File: config.mk
export PLATFORM = sky130hd
export DESIGN_NAME = cpu_sequencer
export DESIGN_NICKNAME = d
export VERILOG_FILES = /design/src/rtl/cpu_sequencer_pkg.sv /design/src/rtl/cpu_sequencer_watchdog.sv /design/src/rtl/cpu_sequencer.sv
export SDC_FILE = /design/constraint.sdc
export NUM_CORES = 1
export LEC_CHECK = 0
export BUFFER_PORTS_ARGS = -buffer_cell sky130_fd_sc_hd__buf_4
export CORE_AREA = 2 2 39 41
export CTS_CLUSTER_SIZE = 30
export DETAILED_ROUTE_END_ITERATION = 6
export DIE_AREA = 0 0 41 43
export SYNTH_ARGS = -nofsm -noshare
export SYNTH_HDL_FRONTEND = slang
export SYNTH_SLANG_ARGS = --single-unit
File: constraint.sdc
create_clock -name clock -period 2.2 [get_ports clock]
set_clock_uncertainty 0.1 [all_clocks]
set_input_delay 0.66 -clock clock [delete_from_list [all_inputs] [get_ports clock]]
set_output_delay 0.66 -clock clock [all_outputs]
set_load 0.01 [all_outputs]
File: src/rtl/cpu_sequencer_pkg.sv
// Shared state encodings and constants for the cpu_sequencer control FSM.
package cpu_sequencer_pkg;

  typedef enum logic [2:0] {
    IDLE   = 3'd0,
    FETCH  = 3'd1,
    DECODE = 3'd2,
    EXEC   = 3'd3,
    MEM    = 3'd4,
    WB     = 3'd5,
    TRAP   = 3'd7
  } state_t;

  localparam logic [1:0] READ_NO = 2'd0;
  localparam int         TIMER_W = 8;

  // States in which the sequencer stalls waiting on a memory response.
  function automatic logic is_wait_state(input state_t s);
    return (s == FETCH) || (s == MEM);
  endfunction

endpackage

File: src/rtl/cpu_sequencer_watchdog.sv
// seq_watchdog: counts consecutive stalled cycles and flags the cycle on which
// the count reaches TIMEOUT_CYCLES. Only instantiated when SEQ_TIMEOUT_EN is defined.
module seq_watchdog
  import cpu_sequencer_pkg::*;
#(
  parameter int TIMEOUT_CYCLES = 255
) (
  input  logic clock,
  input  logic reset_n,
  input  logic clear,
  input  logic waiting,
  output logic expired
);

  localparam logic [TIMER_W-1:0] LIMIT = TIMER_W'(TIMEOUT_CYCLES - 1);

  logic [TIMER_W-1:0] count_reg;

  // count_reg holds the stalled cycles already spent, so the current cycle is
  // the TIMEOUT_CYCLES-th one when it equals LIMIT.
  assign expired = waiting && (count_reg == LIMIT);

  always_ff @(posedge clock or negedge reset_n) begin
    if (!reset_n) begin
      count_reg <= '0;
    end else if (clear) begin
      count_reg <= '0;
    end else if (waiting && !expired) begin
      count_reg <= count_reg + 1'b1;
    end
  end

endmodule

File: src/rtl/cpu_sequencer.sv
// cpu_sequencer: multi-cycle FETCH/DECODE/EXEC/MEM/WB control FSM with sticky TRAP.
// Optional memory-response watchdog enabled by defining SEQ_TIMEOUT_EN.
module cpu_sequencer
  import cpu_sequencer_pkg::*;
#(
  parameter int TIMEOUT_CYCLES = 255
) (
  input  logic       clock,
  input  logic       reset_n,
  input  logic       ifu_rvalid,
  input  logic       lsu_rvalid,
  input  logic       dec_valid,
  input  logic [1:0] dec_mem_read,
  input  logic       dec_mem_write,
  input  logic       dec_reg_write,
  output logic       ifu_req,
  output logic       ir_we,
  output logic       alu_en,
  output logic       lsu_req,
  output logic       lsu_we,
  output logic       rf_we,
  output logic       pc_we,
  output logic       trap,
  output logic [2:0] state
);

  if (TIMEOUT_CYCLES < 1 || TIMEOUT_CYCLES > 255) begin : g_bad_timeout
    $error("cpu_sequencer: TIMEOUT_CYCLES must be within 1..255");
  end

  state_t state_reg, state_next;
  logic   expired;

`ifdef SEQ_TIMEOUT_EN
  logic waiting;

  assign waiting = ((state_reg == FETCH) && !ifu_rvalid) ||
                   ((state_reg == MEM)   && !lsu_rvalid);

  seq_watchdog #(
    .TIMEOUT_CYCLES(TIMEOUT_CYCLES)
  ) u_watchdog (
    .clock   (clock),
    .reset_n (reset_n),
    .clear   (!is_wait_state(state_reg)),
    .waiting (waiting),
    .expired (expired)
  );
`else
  assign expired = 1'b0;
`endif

  // A response on the expiry cycle is checked first, so it wins over the trap.
  always_comb begin
    state_next = state_reg;
    case (state_reg)
      IDLE:    state_next = FETCH;
      FETCH:   if (ifu_rvalid)   state_next = DECODE;
               else if (expired) state_next = TRAP;
      DECODE:  state_next = dec_valid ? EXEC : TRAP;
      EXEC:    state_next = ((dec_mem_read != READ_NO) || dec_mem_write) ? MEM : WB;
      MEM:     if (lsu_rvalid)   state_next = WB;
               else if (expired) state_next = TRAP;
      WB:      state_next = FETCH;
      TRAP:    state_next = TRAP;
      default: state_next = TRAP;
    endcase
  end

  // Strobes are registered from the next state so they line up with state_reg.
  always_ff @(posedge clock or negedge reset_n) begin
    if (!reset_n) begin
      state_reg <= IDLE;
      ifu_req   <= 1'b0;
      alu_en    <= 1'b0;
      lsu_req   <= 1'b0;
      pc_we     <= 1'b0;
      trap      <= 1'b0;
    end else begin
      state_reg <= state_next;
      ifu_req   <= (state_next == FETCH);
      alu_en    <= (state_next == EXEC);
      lsu_req   <= (state_next == MEM);
      pc_we     <= (state_next == WB);
      trap      <= (state_next == TRAP);
    end
  end

  assign ir_we = ifu_req & ifu_rvalid;
  assign lsu_we = lsu_req & dec_mem_write;
  assign rf_we = pc_we & dec_reg_write;
  assign state = state_reg;

endmodule
==> results of run 1 <==
==> per-stage QoR <==
| stage | total power [W] | instance area, um^2 | hold WS, ns | worst slack, ns |
|---|---|---|---|---|
| after global placement | 0.000537 | 524 | 0.385 | 0.410 |
| final | 0.000647 | 547 | 0.120 | 0.397 |
| after detailed placement | 0.000539 | 524 | 0.384 | 0.408 |
| after floorplan | 0.000419 | 373 | 0.264 | 0.634 |
| after global routing | 0.000692 | 547 | 0.114 | 0.385 |
| after CTS | 0.000657 | 547 | 0.109 | 0.395 |
==> path summary, 6_finish.rpt <==
kind                            slack [ns]       end  cells after the start
worst min-delay path                  0.12  state[2]                      1
worst max-delay path                  0.40    lsu_we                      3
max in group asynchronous             1.75   lsu_req                      1
worst min register to register        0.50    alu_en                      1
min in group clock                    0.50    alu_en                      1
worst max register to register        1.00     pc_we                      2
==> synth_stat cells, drive strengths merged <==
master | instances | area [um^2]
and2 | 3 | 18.8
inv | 1 | 3.75
and3b | 1 | 8.76
nor4b | 1 | 15.0
and4bb | 1 | 12.5
a21o | 2 | 15.0
nor2 | 1 | 3.75
or3 | 1 | 6.26
o21a | 1 | 7.51
a22o | 2 | 17.5
buf | 1 | 11.3
a211oi | 2 | 20.0
nand2b | 2 | 12.5
dfrtp | 8 | 200
nor3b | 2 | 15.0
nor3 | 1 | 5.00
==> where the power goes <==
| group | internal (W) | switching, W | leakage, nW |
|---|---|---|---|
| clock | 0.0000622 | 0.0000466 | 0.0138 |
| sequential | 0.000201 | 0.0000717 | 0.102 |
| combinational | 0.000162 | 0.000104 | 0.169 |
==> metal layers <==
| metal | up-vias | share of wire | global-route usage |
|---|---|---|---|
| met1 | 136 | 0.45 | 0.129 |
| li1 | 152 | - | - |
| met4 | 0 | 0 | 0.0800 |
| met2 | 12 | 0.46 | 0.131 |
| met3 | 0 | 0.095 | 0.0314 |
| met5 | - | 0 | 0 |
==> cell type report <==
class                      instances  area, um^2
sequential                         8         200
timing repair buffer              19         143
multi-input combinational         20         158
tap                               16        20.0
clock buffer                       3        22.5
fill                             142         837
inverter                           1        3.75
==> cell families (layout without fill, tap and decap cells) <==
| family | after synthesis | after routing |
|---|---|---|
| buffers and inverters | 2 | 23 |
| AND/OR/NAND/NOR | 13 | 13 |
| AO/OA/AOI/OAI | 7 | 7 |
| flip-flops | 8 | 8 |
==> run metrics, run 1 <==
CP required=1.44 ns; Port Buffer Count=19; Worst path most repeated cell=buf_4; first drt pass iteration count=2; most frequent cells in the layout=19 x buf_4, 8 x dfrtp_1, 3 x and2_1, 3 x clkbuf_4; Finished Layout Cells=between 60 and 70; Placed Instances=64; dpl hpwl=539 um; worst path bufs/invs=2; initial drt markers=6; Tcrit/Tclk final=0.820; sequential cell area fraction in the yosys report=0.537; Clock Latency Late Sink=approximately 0.25 ns; Synth Instances=30; Clock transition at path regs=approximately 0.05 ns; synthesis-to-finish area growth=46.6%; Hold Path Class=input pin to async pin; root cell of the clock tree=clkbuf_4; setup_tns=0 ns; vias per std cell=around 4.5; hold_buf cts=0; Resized cells post-CTS=0; Simple-Gate Fraction of Synth Area=0.262; Slowest-stage cell, CP=buf_4; startpoint types=input pin; Power Density=about 1200 nW/um^2; chip height=between 40 and 50 um; NumNets Final=62; Top-Level Pins=20; row cnt=14; post-synthesis xor/xnor area fraction=0; RSZ-0062 raised after global routing=false; Adder-Cell Fraction of Synth Area=0; GP Congestion=0.700; main combinational cell family by area after synthesis=simple AND/OR/NAND/NOR gates; Die W=slightly above 40 um; initial antenna violation count=0; global route overflow=0; worst r2r src=state[1]; Slew HR=0.793; post-layout min period=roughly 1.8 ns; vias in the first global route=between 200 and 300; via count=300; status=finished clean; net count after synthesis=39; crit-path cells=buf_4 -> and2_1 -> buf_4; CTS tree=built; n_diodes=0; Post-CTS Setup Bufs=0; H-tree Lvls=1; synthesized area=roughly 370 um^2; Syn. warnings=0; final setup violating endpoints=0; largest net degree at the start of global routing=11; mux share of post-synthesis cell area=0; final hold violation count=0; Yosys reg bits=8; Final Util=0.395; syn avg cell area=12.4 um^2; Die Footprint=1760 um^2; CP max FO=3; Bufs on Longest Clock Path=2; # clock sinks=8; Num CTS Buffers=3; Antenna Violating Nets Remaining=0; crit path from=dec_mem_write; leakage=0.285 nW; Compound-Gate Fraction of Synth Area=0.161; GRT Util Overall=0.100; CP Data Arrival Time=~1.0 ns; commonest non-fill, non-tap cell in the layout=buf_4; Setup crit end kind=primary output; Worst Tran Pin Value=0.310 ns; Core Region=1380 um^2; Largest register FFs=3; first-pass GRT wire length=1.16 mm; share of cells above drive strength 1=0.471; maximum VDD drop=0.418 mV; critical path class=input pin to primary output; MaxCap Viol Count=0; Routed WL=between 700 and 800 um; Max Fclk=555 MHz; Max Transition Viols Final=0; Cell variety after synth=17; Routed WL per cell=around 11 um; starting density of the core=0.269; Critical Path Max Stage Delay=approximately 0.14 ns; DRC Markers=0; Top Family by Delay on Critical Path=buffers and inverters
(Power assumes the default switching activity.)
==> run 2: changes to the inputs <==
ABC_AREA = 1   (was not set)
clock period = 1.5 ns   (was 2.2 ns; I/O delays follow)
==> run 2 against run 1 <==
  * Via count up 18%
  * Core utilization rose by 0.63 points
  * Synthesized cell count up 57%
  * Die area unchanged
  * Clock power is 41% higher
  * Final area is 1.6% higher
==> run metrics, run 2 <==
post-layout min period=between 1 and 1.5 ns; Comb power frac=0.479 (+0.068); Compound-Gate Fraction of Synth Area=0.0278 (-0.133); Slew HR=0.834 (+0.0410); initial drt markers=1 (-5); synthesis-to-finish area growth=54.2%; GRT Util Overall=0.105 (+0.00448); DRC Markers=0 (unchanged); Largest register FFs=3 (unchanged); Syn. warnings=0 (unchanged); Synth Instances=47 (+57%); Yosys top cell area share=0.556 (+0.0186); Top-Level Pins=20 (unchanged); initial antenna violation count=0 (unchanged); synthesized area=360 um^2 (-3.4%); mux share of post-synthesis cell area=0 (unchanged); NumNets Final=81 (+31%); post-synthesis xor/xnor area fraction=0 (unchanged); Simple-Gate Fraction of Synth Area=0.302 (+0.0403); Async SR Flop Fraction=1.00 (unchanged); Switching Fraction=0.393 (+0.0490); EDFF count, synth=0 (unchanged); row cnt=14 (unchanged); Antenna Violating Nets Remaining=0 (unchanged); global route overflow=0 (unchanged); Hold EP=state[1]; share of cells above drive strength 1=0.343 (-0.128); setup_tns=0 ns (unchanged); first-pass GRT wire length=1.23 mm (+6.0%); Worst Tran Pin Value=0.249 ns (-0.0616 ns); Num CTS Buffers=3 (unchanged); chip height=43 um (unchanged); worst r2r src=state[2]; placed cell areas=523 um^2 (-0.24%); worst path bufs/invs=1 (-1); Reg power frac=0.370 (-0.051); FF+latch area=200 um^2 (unchanged); most common cell in the netlist=nand2_1; sequential cell area fraction in the yosys report=0.556 (+0.0186); dpl hpwl=613 um (+14%); Routed WL per cell=8.69 um (-23%); worst reg2reg path depth=6 (+4); first drt pass iteration count=3 (+1); FF-to-FF End=lsu_req; starting density of the core=0.260 (-0.00904); Psw=0.000400 W (+80%); Setup crit end kind=primary output; leakage=0.349 nW (+22%); Adder-Cell Fraction of Synth Area=0 (unchanged); vias per std cell=4.13 (-7.8%); startpoint types=flop; Clock Latency Late Sink=0.24 ns (about the same); GR Layer Usage met1=0.124 (-0.00498); H-tree Lvls=1 (unchanged); syn avg cell area=7.67 um^2 (-38%); GR Layer Usage met2=0.159 (+0.0281); Top Family by Delay on Critical Path=flip-flops; critical path class=flop to primary output; Main synth FF type=dfrtp_1; Cell variety after synth=9 (-8); most frequent cells in the layout=19 x buf_4, 14 x nand2_1, 11 x inv_1; synth cell count leaders=14 x nand2_1, 11 x inv_1, 8 x dfrtp_1, 8 x nor2_1, 2 x nand3_1; CP Data Arrival Time=0.86 ns (-0.18 ns); Die W=41 um (unchanged); Post-CTS Setup Bufs=0 (unchanged); Port Buffer Count=19 (unchanged); CP max FO=7 (+4); root cell of the clock tree=clkbuf_4; hold-critical path depth=3; Cell Int Power=0.000619 W (+46%); CP required=0.95 ns (-0.49 ns); n_diodes=0 (unchanged); Multi-input gate area=119 um^2 (-25%); Max Fclk=between 700 and 800 MHz; RSZ-0062 raised after global routing=false; leading area contributor after synthesis=dfrtp_1; main combinational cell family by area after synthesis=simple AND/OR/NAND/NOR gates; Fillers=154 (+8.5%); power share of the clock group=0.151 (-0.017); top post-synthesis cells by area=dfrtp_1 56%, nand2_1 15%, inv_1 11%; largest net degree at the start of global routing=9 (-2); Yosys reg bits=8 (unchanged); Core Region=1380 um^2 (unchanged); MaxCap Viol Count=0 (unchanged); maximum VDD drop=0.694 mV (+66%); Power Density=1830 nW/um^2 (+55%); Hold Path Class=input pin to flop; commonest non-fill, non-tap cell in the layout=buf_4; most crowded layer after global routing=met2; vias in the first global route=335 (+25%); R2R Setup Slk=0.34 ns (-0.66 ns); Die Footprint=1760 um^2 (unchanged); Slowest-stage cell, CP=dfrtp_1; Tcrit/Tclk final=0.940; Bufs on Longest Clock Path=2 (unchanged); net count after synthesis=56 (+44%); # clock sinks=8 (unchanged); Max Transition Viols Final=0 (unchanged); final instance area=556 um^2 (+1.6%); GP Congestion=0.708 (+1.2%); status=finished clean; crit-path cells=buf_4; final hold violation count=0 (unchanged); HP Start=ifu_rvalid; Critical Path Max Stage Delay=0.44 ns (+0.30 ns); Clock transition at path regs=0.05 ns (about the same); CTS tree=built; final setup violating endpoints=0 (unchanged); via count=355 (+18%); met3 Usage GRT=0.0471 (+0.0157); Routed WL=747 um (-1.7%)
-- run 2: cells by family after synthesis --
family          count (synthesis)
simple gates                   26
flops                           8
compound gates                  2
buf+inv                        11
-- run 2: power groups by stage --
stage                     clock, W  sequential, W  combinational, W
after detailed placement         0       0.000381          0.000496
after CTS                 0.000164       0.000377          0.000498
final                     0.000154       0.000377          0.000487
after global routing      0.000178       0.000387          0.000553
after floorplan                  0       0.000412          0.000229
after global placement           0       0.000381          0.000484
-- run 2: layout make-up --
class | instances | share of cell area
repair buffers | 20 | 0.275
well taps | 16 | 0.0360
clock buffers | 3 | 0.0405
flip-flops and latches | 8 | 0.360
multi-input cells | 28 | 0.214
inverters | 11 | 0.0743
-- run 2: how the worst max path moves through the flow --
stage	startpoint	to	slack (ns)	cells past startpoint
2_1_floorplan	ifu_rvalid	ir_we	0.39	2
3_3_place_gp	ifu_rvalid	ir_we	0.18	4
3_5_place_dp	ifu_rvalid	ir_we	0.17	4
4_1_cts	state[1]	state[1]	0.08	1
5_1_grt	ifu_req	ir_we	0.01	3
6_report	state[1]	state[1]	0.09	1
-- run 2: metrics by stage --
stage,util,hold slack (ns),total power [W],setup slack [ns],cells
floorplan,-,0.0544,0.000641,0.387,47
global placement,0.378,0.170,0.000865,0.179,82
detailed placement,0.378,0.173,0.000876,0.172,82
CTS,0.401,0.398,0.00104,0.0798,86
global route,0.401,0.414,0.00112,0.00984,86
finish,0.401,0.408,0.00102,0.0896,86
-- run 2: worst reg2reg max path, cell delays in order (launching register included) --
cell     delay [ns]
dfrtp_1        0.40
inv_1          0.09
nand2_2        0.08
nor2_1         0.13
nand2_1        0.07
nand2_1        0.11
nor2_1         0.06
-- run 2: routing by layer --
layer / vias to the layer above / part of all wire
li1: 182 / -
met1: 160 / 0.42
met4: 0 / 0
met3: 0 / 0.090
met2: 13 / 0.49
met5: - / 0
-- run 2: what timing repair did --
action                                 CTS  global route
hold buffers                             1             0
gates resized for setup                  0             0
endpoints found under the hold margin    8             0
==> run 3: changes to the inputs <==
ABC_AREA = not set   (was 1)
==> run 3 against run 2 <==
  * Clock power increased by 3%
  * Clock-buffer cell count unchanged
  * Global-route usage decreased by 1.6 points
  * Total power decreased by 6.5%
==> run metrics, run 3 (synthesis results as in run 1) <==
status=finished clean; largest net degree at the start of global routing=11 (+2); vias in the first global route=252 (-25%); Placed Instances=64 (-22%); chip height=43 um (unchanged); first-pass GRT wire length=1.07 mm (-13%); Setup crit end kind=primary output; Worst Tran Pin Value=0.313 ns (+0.0642 ns); NumNets Final=63 (-22%); Setup Slack @ Placement=0.128 ns (-0.0439 ns); final setup violating endpoints=0 (unchanged); row cnt=14 (unchanged); Die W=41 um (unchanged); Comb power frac=0.412 (-0.067); crit path from=lsu_req; initial drt markers=8 (+7); Power Density=1700 nW/um^2 (-7.1%); root cell of the clock tree=clkbuf_4; Largest register FFs=3 (unchanged); Die Footprint=1760 um^2 (unchanged); global route overflow=0 (unchanged); met3 routed wirelength=71 um (+6.0%); Fillers=139 (-9.7%); Cell Int Power=0.000630 W (+1.9%); first drt pass iteration count=4 (+1); most frequent cells in the layout=19 x buf_4, 6 x dfrtp_1, 3 x and2_1, 3 x clkbuf_4; DRC Markers=0 (unchanged); Port Buffer Count=19 (unchanged); max layer used=met3; commonest non-fill, non-tap cell in the layout=buf_4; post-layout power=0.000952 W (-6.5%); Max Transition Viols Final=0 (unchanged); setup_tns=0 ns (unchanged); share of cells above drive strength 1=0.500 (+0.157); Antenna Violating Nets Remaining=0 (unchanged); M1 WL=344 um (+9.9%); H-tree Lvls=1 (unchanged); dpl hpwl=545 um (-11%); Top-Level Pins=20 (unchanged); via count=316 (-11%); Max Fclk=684 MHz (-3.5%); startpoint types=flop; worst r2r src=state[1]; Bufs on Longest Clock Path=2 (unchanged); Reg power frac=0.422 (+0.052); Hold Path Class=input pin to flop; post-layout min period=1.46 ns (+0.0517 ns); Clock transition at path regs=0.06 ns (about the same); final hold violation count=0 (unchanged); Switching Fraction=0.338 (-0.0544); final worst slack=0.0380 ns (-0.0517 ns); CP max FO=2 (-5); synthesis-to-finish area growth=50.0%; CP Data Arrival Time=0.91 ns (+0.05 ns); Psw=0.000322 W (-19%); Routed WL per cell=10.8 um (+24%); n_diodes=0 (unchanged); Routed WL=732 um (-2.0%); CTS tree=built; leakage=0.287 nW (-18%); critical path class=flop to primary output; Num CTS Buffers=3 (unchanged); met2 routed WL=316 um (-14%); GP Congestion=0.700 (-1.2%); Clock Latency Late Sink=0.25 ns (about the same); CP required=0.95 ns (about the same); # clock sinks=8 (unchanged); vias per std cell=4.65 (+13%); initial antenna violation count=0 (unchanged); MaxCap Viol Count=0 (unchanged); RSZ-0062 raised after global routing=false; Slew HR=0.791 (-0.0433); Tcrit/Tclk final=0.975 (+0.0344); power share of the clock group=0.166 (+0.015); GRT Util Overall=0.0892 (-0.0155); maximum VDD drop=0.802 mV (+16%); Finished Layout Cells=68 (-21%); HP Start=lsu_rvalid; starting density of the core=0.269 (+0.00904); Core Region=1380 um^2 (unchanged)
run 3: changes by cell type in the layout (fill, tap and decap cells not counted), sizes merged, moves of 2 or more:
cell    change
and2        +3
nand2b      +2
a22o        +2
a21o        +2
nor2        -7
a211oi      +2
nor3b       +2
nand2      -15
nand3       -3
inv        -10
run 3: worst paths after layout:
check                            to  slack [ns]  cells after the start
max                          lsu_we        0.04                      2
min                           pc_we        0.35                      2
max reg2reg                   pc_we        0.34                      2
min reg2reg                  alu_en        0.49                      1
max in group asynchronous  state[1]        0.71                      2
min in group asynchronous     pc_we        0.46                      2
run 3: timing repair:
item / 4_1_cts / 5_1_grt
endpoints found under the setup margin: 1 / 1
setup buffers: 0 / 0
endpoints found under the hold margin: 8 / 0
pin swaps: 0 / 0
resized for setup: 1 / 1
hold buffers: 1 / 0
run 3: per-layer routing:
metal	track usage	vias up
met4	0.0400	0
met2	0.119	14
li1	-	155
met5	0	-
met3	0.0314	0
met1	0.126	147
run 3: stage by stage:
stage                      util  hold WS [ns]  area, um^2
after floorplan               -        0.0544         373
after global placement    0.379         0.174         524
after detailed placement  0.379         0.174         524
after CTS                 0.403         0.341         558
after global routing      0.404         0.340         559
final                     0.404         0.345         559
run 3: area by class of cell:
type | count | area [um^2] | area share
sequential | 8 | 203 | 0.362
tap | 16 | 20.0 | 0.0358
timing repair buffer | 20 | 153 | 0.273
inverter | 1 | 3.75 | 0.00671
multi-input combinational | 20 | 158 | 0.282
clock buffer | 3 | 22.5 | 0.0403
run 3: power groups by stage:
stage	registers (W)	clock network [W]	logic, W
6_report	0.000402	0.000158	0.000393
5_1_grt	0.000421	0.000171	0.000424
4_1_cts	0.000401	0.000164	0.000394
3_5_place_dp	0.000402	0	0.000391
3_3_place_gp	0.000400	0	0.000387
2_1_floorplan	0.000402	0	0.000213
run 3: worst max-delay path: stages (launching register included):
cell and delay, ns:
dfrtp_1 0.38, and2_1 0.15, buf_4 0.14
